[src/rtl/memfifo_sched_pkg.sv]
// Shared types and sizing helpers for the MEMFIFO read scheduler.
// Imported by the request queue and the scheduler top.
package memfifo_sched_pkg;

    typedef enum logic [2:0] {
        S_IDLE,
        S_WAIT_RDY,
        S_PREDELAY,
        S_ISSUE,
        S_GAP,
        S_DONE
    } state_t;

    function automatic int lvl_w(input int depth);
        return $clog2(depth) + 1;
    endfunction

    function automatic int total_w(input int pkt_w, input int wpp);
        return pkt_w + $clog2(wpp);
    endfunction

    localparam int PKT_W_DEF   = 16;
    localparam int WPP_DEF     = 2;
    localparam int TOTAL_W     = total_w(PKT_W_DEF, WPP_DEF);

endpackage

[src/rtl/memfifo_req_queue.sv]
// Small synchronous FIFO holding pending request packet counts.
// Caller never pushes when full nor pops when empty.
module memfifo_req_queue
    import memfifo_sched_pkg::*;
#(
    parameter int DEPTH = 4,
    parameter int W     = 16
) (
    input  logic                      clk,
    input  logic                      rst,
    input  logic                      push,
    input  logic [W-1:0]              push_data,
    input  logic                      pop,
    input  logic                      flush,
    output logic [W-1:0]              head,
    output logic [lvl_w(DEPTH)-1:0]   level
);

    localparam int AW = $clog2(DEPTH);
    localparam int LW = lvl_w(DEPTH);

    logic [W-1:0]  mem [DEPTH];
    logic [AW-1:0] wr_ptr;
    logic [AW-1:0] rd_ptr;
    logic [LW-1:0] cnt;

    // storage write; contents need no reset, pointers define validity
    always_ff @(posedge clk) begin
        if (push && !flush) begin
            mem[wr_ptr] <= push_data;
        end
    end

    // pointer and occupancy tracking, flush empties in one clock
    always_ff @(posedge clk or posedge rst) begin
        if (rst) begin
            wr_ptr <= '0;
            rd_ptr <= '0;
            cnt    <= '0;
        end else if (flush) begin
            wr_ptr <= '0;
            rd_ptr <= '0;
            cnt    <= '0;
        end else begin
            if (push) begin
                wr_ptr <= wr_ptr + AW'(1);
            end
            if (pop) begin
                rd_ptr <= rd_ptr + AW'(1);
            end
            cnt <= cnt + LW'(push) - LW'(pop);
        end
    end

    assign head  = mem[rd_ptr];
    assign level = cnt;

endmodule

[src/rtl/memfifo_read_scheduler.sv]
// Flow-controlled MEMFIFO read scheduler: one queued request at a time,
// wait for data ready, settle delay, then evenly spaced re pulses.
module memfifo_read_scheduler
    import memfifo_sched_pkg::*;
#(
    parameter int QUEUE_DEPTH   = 4,
    parameter int PKT_W         = 16,
    parameter int WORDS_PER_PKT = 2,
    parameter int EXTRA_DELAY   = 11,
    parameter int GAP_W         = 4
) (
    input  logic                            clk,
    input  logic                            rst,
    input  logic                            req_valid,
    output logic                            req_ready,
    input  logic [PKT_W-1:0]                req_packet_no,
    input  logic                            fifo_data_ready,
    input  logic [GAP_W-1:0]                gap_cfg,
    input  logic                            abort,
    output logic                            memfifo_re,
    output logic                            last_memfifo_re,
    output logic                            req_done,
    output logic                            busy,
    output logic [lvl_w(QUEUE_DEPTH)-1:0]   queue_level
);

    localparam int TW    = total_w(PKT_W, WORDS_PER_PKT);
    localparam int WSH   = $clog2(WORDS_PER_PKT);
    localparam int LW    = lvl_w(QUEUE_DEPTH);
    localparam int DLY_W = (EXTRA_DELAY > 0) ? $clog2(EXTRA_DELAY + 1) : 1;

    state_t            state, state_n;
    logic [TW-1:0]     total, total_n;
    logic [TW-1:0]     re_cnt, re_cnt_n;
    logic [GAP_W-1:0]  gap_r, gap_n;
    logic [GAP_W-1:0]  gcnt, gcnt_n;
    logic [DLY_W-1:0]  dly, dly_n;
    logic              push, pop;
    logic [PKT_W-1:0]  head;
    logic [TW-1:0]     head_total;
    logic [LW-1:0]     level;
    logic              re_q, last_q, done_q;

    assign req_ready  = ~rst & ~abort & (level < LW'(QUEUE_DEPTH));
    assign push       = req_valid & req_ready;
    assign head_total = TW'(head) << WSH;

    memfifo_req_queue #(
        .DEPTH (QUEUE_DEPTH),
        .W     (PKT_W)
    ) u_queue (
        .clk       (clk),
        .rst       (rst),
        .push      (push),
        .push_data (req_packet_no),
        .pop       (pop),
        .flush     (abort),
        .head      (head),
        .level     (level)
    );

    // next-state and counter updates; abort overrides every state
    always_comb begin
        state_n  = state;
        total_n  = total;
        re_cnt_n = re_cnt;
        gap_n    = gap_r;
        gcnt_n   = gcnt;
        dly_n    = dly;
        pop      = 1'b0;
        if (abort) begin
            state_n  = S_IDLE;
            total_n  = '0;
            re_cnt_n = '0;
            gap_n    = '0;
            gcnt_n   = '0;
            dly_n    = '0;
        end else begin
            unique case (state)
                S_IDLE: begin
                    if (level != '0) begin
                        pop      = 1'b1;
                        total_n  = head_total;
                        gap_n    = gap_cfg;
                        re_cnt_n = '0;
                        state_n  = (head_total == '0) ? S_DONE : S_WAIT_RDY;
                    end
                end
                S_WAIT_RDY: begin
                    if (fifo_data_ready) begin
                        if (EXTRA_DELAY == 0) begin
                            state_n = S_ISSUE;
                        end else begin
                            dly_n   = DLY_W'(EXTRA_DELAY);
                            state_n = S_PREDELAY;
                        end
                    end
                end
                S_PREDELAY: begin
                    dly_n = dly - DLY_W'(1);
                    if (dly == DLY_W'(1)) begin
                        state_n = S_ISSUE;
                    end
                end
                S_ISSUE: begin
                    re_cnt_n = re_cnt + TW'(1);
                    if (re_cnt + TW'(1) == total) begin
                        state_n = S_DONE;
                    end else if (gap_r != '0) begin
                        gcnt_n  = gap_r;
                        state_n = S_GAP;
                    end
                end
                S_GAP: begin
                    gcnt_n = gcnt - GAP_W'(1);
                    if (gcnt == GAP_W'(1)) begin
                        state_n = S_ISSUE;
                    end
                end
                S_DONE: begin
                    state_n = S_IDLE;
                end
                default: begin
                    state_n = S_IDLE;
                end
            endcase
        end
    end

    // state, counters and registered pulse outputs decoded from next state
    always_ff @(posedge clk or posedge rst) begin
        if (rst) begin
            state  <= S_IDLE;
            total  <= '0;
            re_cnt <= '0;
            gap_r  <= '0;
            gcnt   <= '0;
            dly    <= '0;
            re_q   <= 1'b0;
            last_q <= 1'b0;
            done_q <= 1'b0;
        end else begin
            state  <= state_n;
            total  <= total_n;
            re_cnt <= re_cnt_n;
            gap_r  <= gap_n;
            gcnt   <= gcnt_n;
            dly    <= dly_n;
            re_q   <= (state_n == S_ISSUE);
            last_q <= (state_n == S_ISSUE) && (re_cnt_n + TW'(1) == total_n);
            done_q <= (state_n == S_DONE);
        end
    end

    assign memfifo_re      = re_q & ~abort;
    assign last_memfifo_re = last_q & ~abort;
    assign req_done        = done_q & ~abort;
    assign busy            = (state != S_IDLE);
    assign queue_level     = level;

endmodule

[config.mk]
export PLATFORM = sky130hd
export DESIGN_NAME = memfifo_read_scheduler
export DESIGN_NICKNAME = d
export VERILOG_FILES = /design/src/rtl/memfifo_sched_pkg.sv /design/src/rtl/memfifo_req_queue.sv /design/src/rtl/memfifo_read_scheduler.sv
export SDC_FILE = /design/constraint.sdc
export NUM_CORES = 1
export LEC_CHECK = 0
export BUFFER_PORTS_ARGS = -buffer_cell sky130_fd_sc_hd__buf_4
export CAP_MARGIN = 5
export CORE_MARGIN = 2
export CORE_UTILIZATION = 50
export CTS_CLUSTER_SIZE = 14
export DETAILED_ROUTE_END_ITERATION = 6
export PLACE_DENSITY = 0.78
export SYNTH_ARGS = -nofsm -noshare
export SYNTH_HDL_FRONTEND = slang
export SYNTH_SLANG_ARGS = --single-unit
[constraint.sdc]
create_clock -name clk -period 6.4 [get_ports clk]
set_input_delay 1.6 -clock clk [delete_from_list [all_inputs] [get_ports clk]]
set_output_delay 1.6 -clock clk [all_outputs]
set_load 0.1 [all_outputs]
==> results of run 1 <==
[per-layer routing]
layer / up-vias / share of wire / GRT usage / routed length, um
met1: 2478 / 0.41 / 0.286 / 6490
li1: 2349 / - / - / -
met2: 221 / 0.49 / 0.372 / 7670
met4: 0 / 0.032 / 0.124 / 508
met5: - / 0 / 0 / 0
met3: 42 / 0.070 / 0.0575 / 1100
[kinds of logic after synthesis]
group	after synthesis
simple gates	239
mux	23
xor+xnor	42
compound gates	120
flops	123
fa+ha+maj	13
buf+inv	61
[worst max-delay path, delay by kind of cell]
| family | cells | cell delay [ps] |
|---|---|---|
| buffers and inverters | 2 | 660 |
| AND/OR/NAND/NOR | 1 | 510 |
[flip-flops by register name, summed over array words and instances (netlist names), 3 cells and up]
| register | flops |
|---|---|
| gap_r | 4 |
| state | 3 |
| u_queue.level | 3 |
| total | 17 |
| gcnt | 4 |
| u_queue.mem | 64 |
| re_cnt | 17 |
| dly | 4 |
[path summary, 6_finish.rpt]
check,slack (ps),from,to
worst max register to register,2510,state[2]$_DFF_PP0_,last_q$_DFF_PP0_
worst min register to register,510,dly[3]$_DFFE_PP0P_,dly[3]$_DFFE_PP0P_
worst min-delay path,510,dly[3]$_DFFE_PP0P_,dly[3]$_DFFE_PP0P_
max in group asynchronous,4460,rst,total[10]$_DFF_PP0_
min in group asynchronous,1420,rst,u_queue.wr_ptr[1]$_DFFE_PP0P_
worst max-delay path,1970,abort,req_ready
[report_power, final]
part | switching (W) | internal [W] | leakage, nW | total, W
logic | 0.000683 | 0.000368 | 1.25 | 0.00105
registers | 0.000111 | 0.000928 | 1.39 | 0.00104
clock network | 0.000330 | 0.000697 | 0.300 | 0.00103
total | 0.00112 | 0.00199 | 2.94 | 0.00312
[area by class of cell]
type	instances	share of cell area
Tap cell	176	0.0285
Clock inverter	9	0.0220
Clock buffer	23	0.0593
Multi-Input combinational cell	437	0.406
Timing Repair Buffer	35	0.0340
Sequential cell	123	0.440
Inverter	21	0.0109
[synthesized netlist by cell type, types with 8 or more instances]
master    instances  area, um^2
nand2_1          65         244
edfxtp_1         64        1920
dfrtp_1          59        1480
a21oi_1          40         200
nor2_1           34         128
xnor2_1          25         219
o21ai_0          24         120
inv_1            19        71.3
nand3_1          19        95.1
nand4_1          18         113
xor2_1           17         149
mux4_2           16         360
nor3_1           15        75.1
buf_2            14        70.1
clkbuf_1         14        52.6
nor4_1           13        81.3
ha_1             12         150
or3_1            10        62.6
nor2b_1           9        56.3
nand2b_1          8        50.1
o211ai_1          8        60.1
[through the flow]
| stage | area, um^2 | setup WS, ps | hold WS (ps) |
|---|---|---|---|
| finish | 7730 | 1970 | 511 |
| global route | 7730 | 1820 | 532 |
| CTS | 7730 | 1980 | 507 |
| detailed placement | 7100 | 1990 | 499 |
| global placement | 7100 | 2070 | 484 |
| floorplan | 6820 | 306 | 461 |
==> results.yml, run 1 <==
grt:
  track_usage: 0.231
  grt_start_max_net_pins: 60
  overflow: 0
  grt_pass1_wl_mm: 25.7
  antenna_found_initial: 0
  grt_pass1_vias: 5069
floorplanning:
  core_um2: 13300
  io_pins: 33
  die_area_um2: 14600
  die_x_um: 121
  start_util: 0.513
  die_height_um: 121
  num_rows: 42
route:
  vias: 5090
  drc: 0
  wl_per_cell_um: 19.1
  drtIter0Drc: 433
  finalWirelength_mm: 15.8
  ant_nets: 0
  viasPerCell: 6.18
  firstDrtPassIters: 5
clocking:
  clkLatencyLatePin_ps: 420
  clk_transition_reported_paths_ps: 50
  cts_max_path_buffers: 2
  cts_buffers: 17
  cts_resized: 0
  cts.sinks: 123
  cts_tree: "yes"
  postCtsSetupBuffers: 0
  htree_levels: 4
  cts_root_buf: "clkbuf_16"
  hold_buffers: 0
sta:
  fmax_ghz: 0.225
  fin_crit_sh: 0.693
  setup_violations: 0
  slew_headroom: 0.402
  finalHoldViolations: 0
  worstMarginPinSlew_ps: 897
  finClkSkew_ps: 8.42
  rsz0062_at_grt: "false"
  final_max_slew_viol_count: 0
  fin_tns_setup_ps: 0
  min_period_ps: 4430
synthesis:
  synthCells: 621
  synth-simple-area-share: 0.196
  synth_nets: 659
  syn_avg_cell_area_um2: 11.0
  synth_ff_type: "edfxtp_1"
  synthDistinctLibCells: 81
  synth_compound_area_frac: 0.121
  synth_edf_count: 64
  synth_xor_area_frac: 0.0539
  ys_async_sr_fraction: 0.480
  synthMuxAreaShare: 0.0635
  synthAdderAreaFrac: 0.0249
  netlist_area_um2: 6820
  synth-seq-cells: 123
  ys_warn_count: 0
  synth_top_family_by_area: "simple AND/OR/NAND/NOR gates"
  ys_seq_area_frac: 0.498
critical_path:
  path_common_cell: "buf_4"
  crit_type: "input pin to primary output"
  slowest_delay_ps: 510
  critical_path_required_ps: 4800
  startpoint_type: "input pin"
  critical_path_peak_fanout: 58
  critPathCaptureType: "primary output"
  cp_slowest_cell: "nor3_1"
  path_cells: "buf_4 > nor3_1 > buf_4"
  arrival_ps: 2830
  ff2ff_path_depth: 12
finish:
  diodes: 0
  final_common_cell: "nand2_1"
  area_growth_pct: 13.3
  final-seq-area_um2: 3400
  layout_common_cells: "65 x nand2_1, 64 x edfxtp_1, 59 x dfrtp_1, 40 x a21oi_1, 35 x buf_4"
  multi_input_area_um2: 3130
  layout-drive-gt1-share: 0.164
  fillCellCount: 1061
  stdcell_count: 824
  utilization: 0.581
  finalNetCount: 673
outcome:
  status: "complete, no violations"
power_and_ir_drop:
  leakage_nw: 2.94
  p_per_area_nw_per_um2: 403
  p_total_w: 0.00312
  peakVddDrop_mv: 0.237
place:
  dpl.hpwl_mm: 10.8
  dp.cells: 792
  place_congestion: 0.937
  io_buffers: 32
hold_path:
  min_path_cells: 1
  hold_class: "register to register"
job:
  drv_cap: 0
Note: power is estimated with default switching activity, not from simulation.
==> inputs of run 2 (changes only) <==
Clock period 6.4 ns to 4.5 ns, I/O delays scaled along.
==> results.yml, run 2 (synthesis gave the netlist of run 1 again) <==
route:
  finalWirelength_mm: 16.2
  vias: 5114
  viasPerCell: 6.20
  wl_per_cell_um: 19.7
  drc: 0
  ant_nets: 0
  drtIter0Drc: 515
  firstDrtPassIters: 6
place:
  dp.cells: 794
  io_buffers: 32
  dpl.hpwl_mm: 11.3
  place_congestion: 0.939
sta:
  fin_crit_sh: 0.845
  worstMarginPinSlew_ps: 851
  fmax_ghz: 0.263
  slew_headroom: 0.433
  rsz0062_at_grt: "false"
  final_max_slew_viol_count: 0
  fin_tns_setup_ps: 0
  min_period_ps: 3800
  finClkSkew_ps: 10.9
  setup_violations: 0
  finalHoldViolations: 0
finish:
  final_common_cell: "nand2_1"
  reg.largest.list: "u_queue.mem x64, re_cnt x17, total x17"
  area_growth_pct: 12.9
  stdcell_count: 825
  layout-drive-gt1-share: 0.171
  layout_common_cells: "65 x nand2_1, 64 x edfxtp_1, 59 x dfrtp_1, 40 x a21oi_1, 37 x buf_4"
  top_register: "u_queue.mem"
  utilization: 0.579
  largest_register_ffs: 64
  fillCellCount: 1079
  diodes: 0
  finalNetCount: 675
floorplanning:
  die_height_um: 121
  die_x_um: 121
  die_area_um2: 14600
  core_um2: 13300
  start_util: 0.513
  io_pins: 33
  num_rows: 42
power_and_ir_drop:
  peakVddDrop_mv: 0.331
  cellInternalPower_w: 0.00272
  p_per_area_nw_per_um2: 562
  leakage_nw: 2.93
  pwr-share-seq: 0.343
  p_total_w: 0.00432
  p_comb_frac: 0.346
  p_clk_frac: 0.311
  switchingPower_w: 0.00161
  swShare: 0.371
grt:
  grt_pass1_vias: 5019
  grt_pass1_wl_mm: 26.4
  track_usage: 0.237
  antenna_found_initial: 0
  grt_start_max_net_pins: 45
  overflow: 0
clocking:
  cts_resized: 0
  hold_buffers: 0
  cts_buffers: 17
  cts.sinks: 123
  clkLatencyLatePin_ps: 420
  cts_tree: "yes"
  postCtsSetupBuffers: 0
  clk_transition_reported_paths_ps: 60
  cts_root_buf: "clkbuf_16"
  cts_max_path_buffers: 2
  htree_levels: 4
critical_path:
  critPathBufInv: 1
  path_cells: "and3b_1 > a21oi_2 > a21oi_1 > nor2_1 > ha_1 > inv_1 > a211oi_1 > o2111ai_1 > nor2_4 > nand4_1 > a221o_1 > nor4_2 > o211a_1"
  critPathCaptureType: "register"
  cp_slowest_cell: "dfrtp_1"
  critical_path_peak_fanout: 15
  crit_family: "compound AO/OA/AOI/OAI gates"
  critical_path_required_ps: 4860
  startpoint_type: "register"
  arrival_ps: 4160
  crit_type: "register to register"
  slowest_delay_ps: 560
job:
  drv_cap: 0
outcome:
  status: "complete, no violations"
hold_path:
  hold_class: "register to register"
[run 2: final cells by class]
class	count	area, um^2	area share
tap	176	220	0.0286
multi-input combinational	437	3140	0.407
timing repair buffer	37	278	0.0361
clock inverter	11	146	0.0190
sequential	123	3400	0.441
inverter	21	83.8	0.0109
clock buffer	20	437	0.0567
[run 2: metal layers]
metal  share of wire  up-vias  global-route usage
li1                -     2345                   -
met1            0.41     2495               0.306
met2            0.49      231               0.390
met3           0.064       43              0.0420
met4           0.031        0               0.109
met5               0        -                   0
[run 2: power by group through the flow]
stage | clock, W | combinational [W] | sequential [W]
6_report | 0.00134 | 0.00150 | 0.00148
5_1_grt | 0.00141 | 0.00161 | 0.00151
4_1_cts | 0.00135 | 0.00148 | 0.00148
3_5_place_dp | 0 | 0.00147 | 0.00150
3_3_place_gp | 0 | 0.00144 | 0.00149
2_1_floorplan | 0 | 0.00109 | 0.00151
[run 2: worst paths after layout]
kind                            slack, ps  cells after the start                         end          startpoint
worst max-delay path                  700                     13            last_q$_DFF_PP0_  state[2]$_DFF_PP0_
worst min-delay path                  500                      1          dly[3]$_DFFE_PP0P_  dly[3]$_DFFE_PP0P_
worst max register to register        700                     13            last_q$_DFF_PP0_  state[2]$_DFF_PP0_
worst min register to register        500                      1          dly[3]$_DFFE_PP0P_  dly[3]$_DFFE_PP0P_
max in group asynchronous            2800                      3        re_cnt[13]$_DFF_PP0_                 rst
min in group asynchronous             890                      2  u_queue.level[2]$_DFF_PP0_                 rst
[run 2: through the flow]
stage | setup slack, ps | area, um^2 | hold slack, ps
2_1_floorplan | 42.4 | 6830 | 461
3_3_place_gp | 926 | 7120 | 482
3_5_place_dp | 803 | 7120 | 499
4_1_cts | 802 | 7700 | 506
5_1_grt | 458 | 7700 | 538
6_report | 698 | 7700 | 501
==> inputs of run 3 (changes only) <==
Settings changed: ABC_AREA from default to 1, PLACE_DENSITY 0.78 to 0.81.
Clock period 4.5 ns to 3.48 ns, I/O delays scaled along.
==> results.yml, run 3 <==
outcome:
  status: "complete, no violations"
synthesis:
  synth-seq-cells: 123
  ys_async_sr_fraction: 0.480
  synth_nets: 892
  synth_top_area_cell: "edfxtp_1"
  synthCells: 854
  synth_top_area_frac: 0.277
  syn_avg_cell_area_um2: 8.12
  synthDistinctLibCells: 47
  yosysMostFrequentCell: "nand2_1"
  netlist_area_um2: 6940
  synth_common_cells: "248 x nand2_1, 106 x inv_1, 91 x nand3_1, 75 x nor2_1, 64 x edfxtp_1"
  synth_edf_count: 64
  synthTopCellsByArea: "edfxtp_1 28%, dfrtp_1 21%, nand2_1 13%, nand3_1 6.6%, inv_1 5.7%"
  synth_ff_type: "edfxtp_1"
  ys_warn_count: 0
  ys_seq_area_frac: 0.490
floorplanning:
  num_rows: 43
  io_pins: 33
  die_area_um2: 14800
  die_x_um: 122
  start_util: 0.506
  die_height_um: 122
  core_um2: 13700
critical_path:
  worst-r2r-setup-slack_ps: 600
  crit_type: "register to register"
  r2r-start: "state[2]$_DFF_PP0_"
  startpoint_type: "register"
  ff2ff_path_depth: 18
  reg2reg_to: "last_q$_DFF_PP0_"
  critical_path_required_ps: 3830
  arrival_ps: 3230
  critPathCaptureType: "register"
  critical_path_peak_fanout: 16
sta:
  fin_crit_sh: 0.828
  finClkSkew_ps: 11.8
  holdWs_ps: 441
  fin_tns_setup_ps: 0
  finalHoldViolations: 0
  slew_headroom: 0.599
  setup_violations: 0
  rsz0062_at_grt: "false"
  worstMarginPinSlew_ps: 601
  min_period_ps: 2880
  fmax_ghz: 0.347
  final_max_slew_viol_count: 0
route:
  ant_nets: 0
  viasPerCell: 5.36
  wl_per_cell_um: 15.2
  drc: 0
  vias: 5839
  finalWirelength_mm: 16.5
  drtIter0Drc: 475
  firstDrtPassIters: 5
finish:
  finalInstanceArea_um2: 7980
  area_growth_pct: 15.0
  fillCellCount: 1156
  finalNetCount: 934
  layout_common_cells: "248 x nand2_1, 105 x inv_1, 91 x nand3_1, 75 x nor2_1, 64 x edfxtp_1"
  diodes: 0
  layout-drive-gt1-share: 0.139
  final_common_cell: "nand2_1"
  largest_register_ffs: 64
  reg.largest.list: "u_queue.mem x64, re_cnt x17, total x17"
  utilization: 0.581
  top_register: "u_queue.mem"
grt:
  grt_pass1_vias: 5536
  grt_start_max_net_pins: 38
  grt_pass1_wl_mm: 26.6
  track_usage: 0.238
  antenna_found_initial: 0
  overflow: 0
place:
  place_congestion: 0.893
  dpl.hpwl_mm: 11.6
  place_area_um2: 7390
  io_buffers: 32
power_and_ir_drop:
  peakVddDrop_mv: 0.500
  p_per_area_nw_per_um2: 701
  p_total_w: 0.00559
  leakage_nw: 3.69
clocking:
  cts_resized: 0
  clk_transition_reported_paths_ps: 60
  cts_tree: "yes"
  cts.sinks: 123
  cts_root_buf: "clkbuf_16"
  postCtsSetupBuffers: 0
  cts_buffers: 17
  cts_max_path_buffers: 2
  clkLatencyLatePin_ps: 430
  htree_levels: 4
  hold_buffers: 0
hold_path:
  hold_class: "input pin to async pin"
job:
  drv_cap: 0
## run 3: cell count changes after synthesis, sizes merged, moves of 18 or more
cell / before / now
xnor2: 25 / 2
a21oi: 41 / 21
inv: 20 / 115
nand2: 65 / 264
o21ai: 25 / 43
nor2: 36 / 91
nand3: 22 / 97
## run 3: kinds of logic (layout without fill, tap and decap cells)
family	Yosys count	in the layout	synth area share
AND/OR/NAND/NOR	481	481	0.316
buffers and inverters	136	191	0.0785
flip-flops	123	123	0.490
AO/OA/AOI/OAI	84	84	0.0700
XOR/XNOR	17	17	0.0215
adder cells (fa/ha/maj)	13	13	0.0245
## run 3: critical path, cell delays in order (launching register included)
cell and delay, ps:
dfrtp_1 440, inv_2 110, nand3_4 180, inv_2 310
nand2_1 80, nand2_1 110, inv_1 90, nor2_1 160
ha_1 220, nand2_1 100, nor2_4 140, nand2_4 100
o21ai_1 200, a21oi_1 110, nor2_1 110, nand2_1 70
nor2_1 90, nand2_1 70, nor2_1 90
## run 3: metal layers
layer,wire length (um),vias to the layer above,global-route usage
li1,-,2850,-
met1,6780,2739,0.286
met2,8030,209,0.395
met3,1150,41,0.0623
met4,544,0,0.119
met5,0,-,0
## run 3: worst max path at each step
stage | start | to | slack (ps) | cells after the start
6_report | state[2]$_DFF_PP0_ | last_q$_DFF_PP0_ | 600 | 18
2_1_floorplan | abort | last_memfifo_re | 80 | 3
3_3_place_gp | abort | u_queue.level[2]$_DFF_PP0_ | 640 | 10
3_5_place_dp | abort | u_queue.level[2]$_DFF_PP0_ | 550 | 10
4_1_cts | u_queue.level[2]$_DFF_PP0_ | last_q$_DFF_PP0_ | 650 | 18
5_1_grt | u_queue.level[2]$_DFF_PP0_ | last_q$_DFF_PP0_ | 340 | 20
## run 3: cell type report
cell class	count	area, um^2	area share
Sequential cell	123	3400	0.426
Multi-Input combinational cell	595	3000	0.377
Inverter	116	438	0.0549
Clock buffer	17	425	0.0533
Timing Repair Buffer	43	323	0.0405
Tap cell	180	225	0.0282
Clock inverter	15	161	0.0202
## run 3: power by group
group	leakage (nW)	internal [W]	switching, W
Combinational	2.03	0.000573	0.00139
Sequential	1.38	0.00172	0.000156
Clock	0.286	0.00106	0.000685
Total	3.69	0.00336	0.00223
## run 3: per-stage QoR
stage / worst slack, ps / cells
global route: 337 / 1089
CTS: 646 / 1089
finish: 599 / 1089
detailed placement: 552 / 1057
floorplan: 80.1 / 854
global placement: 640 / 1057
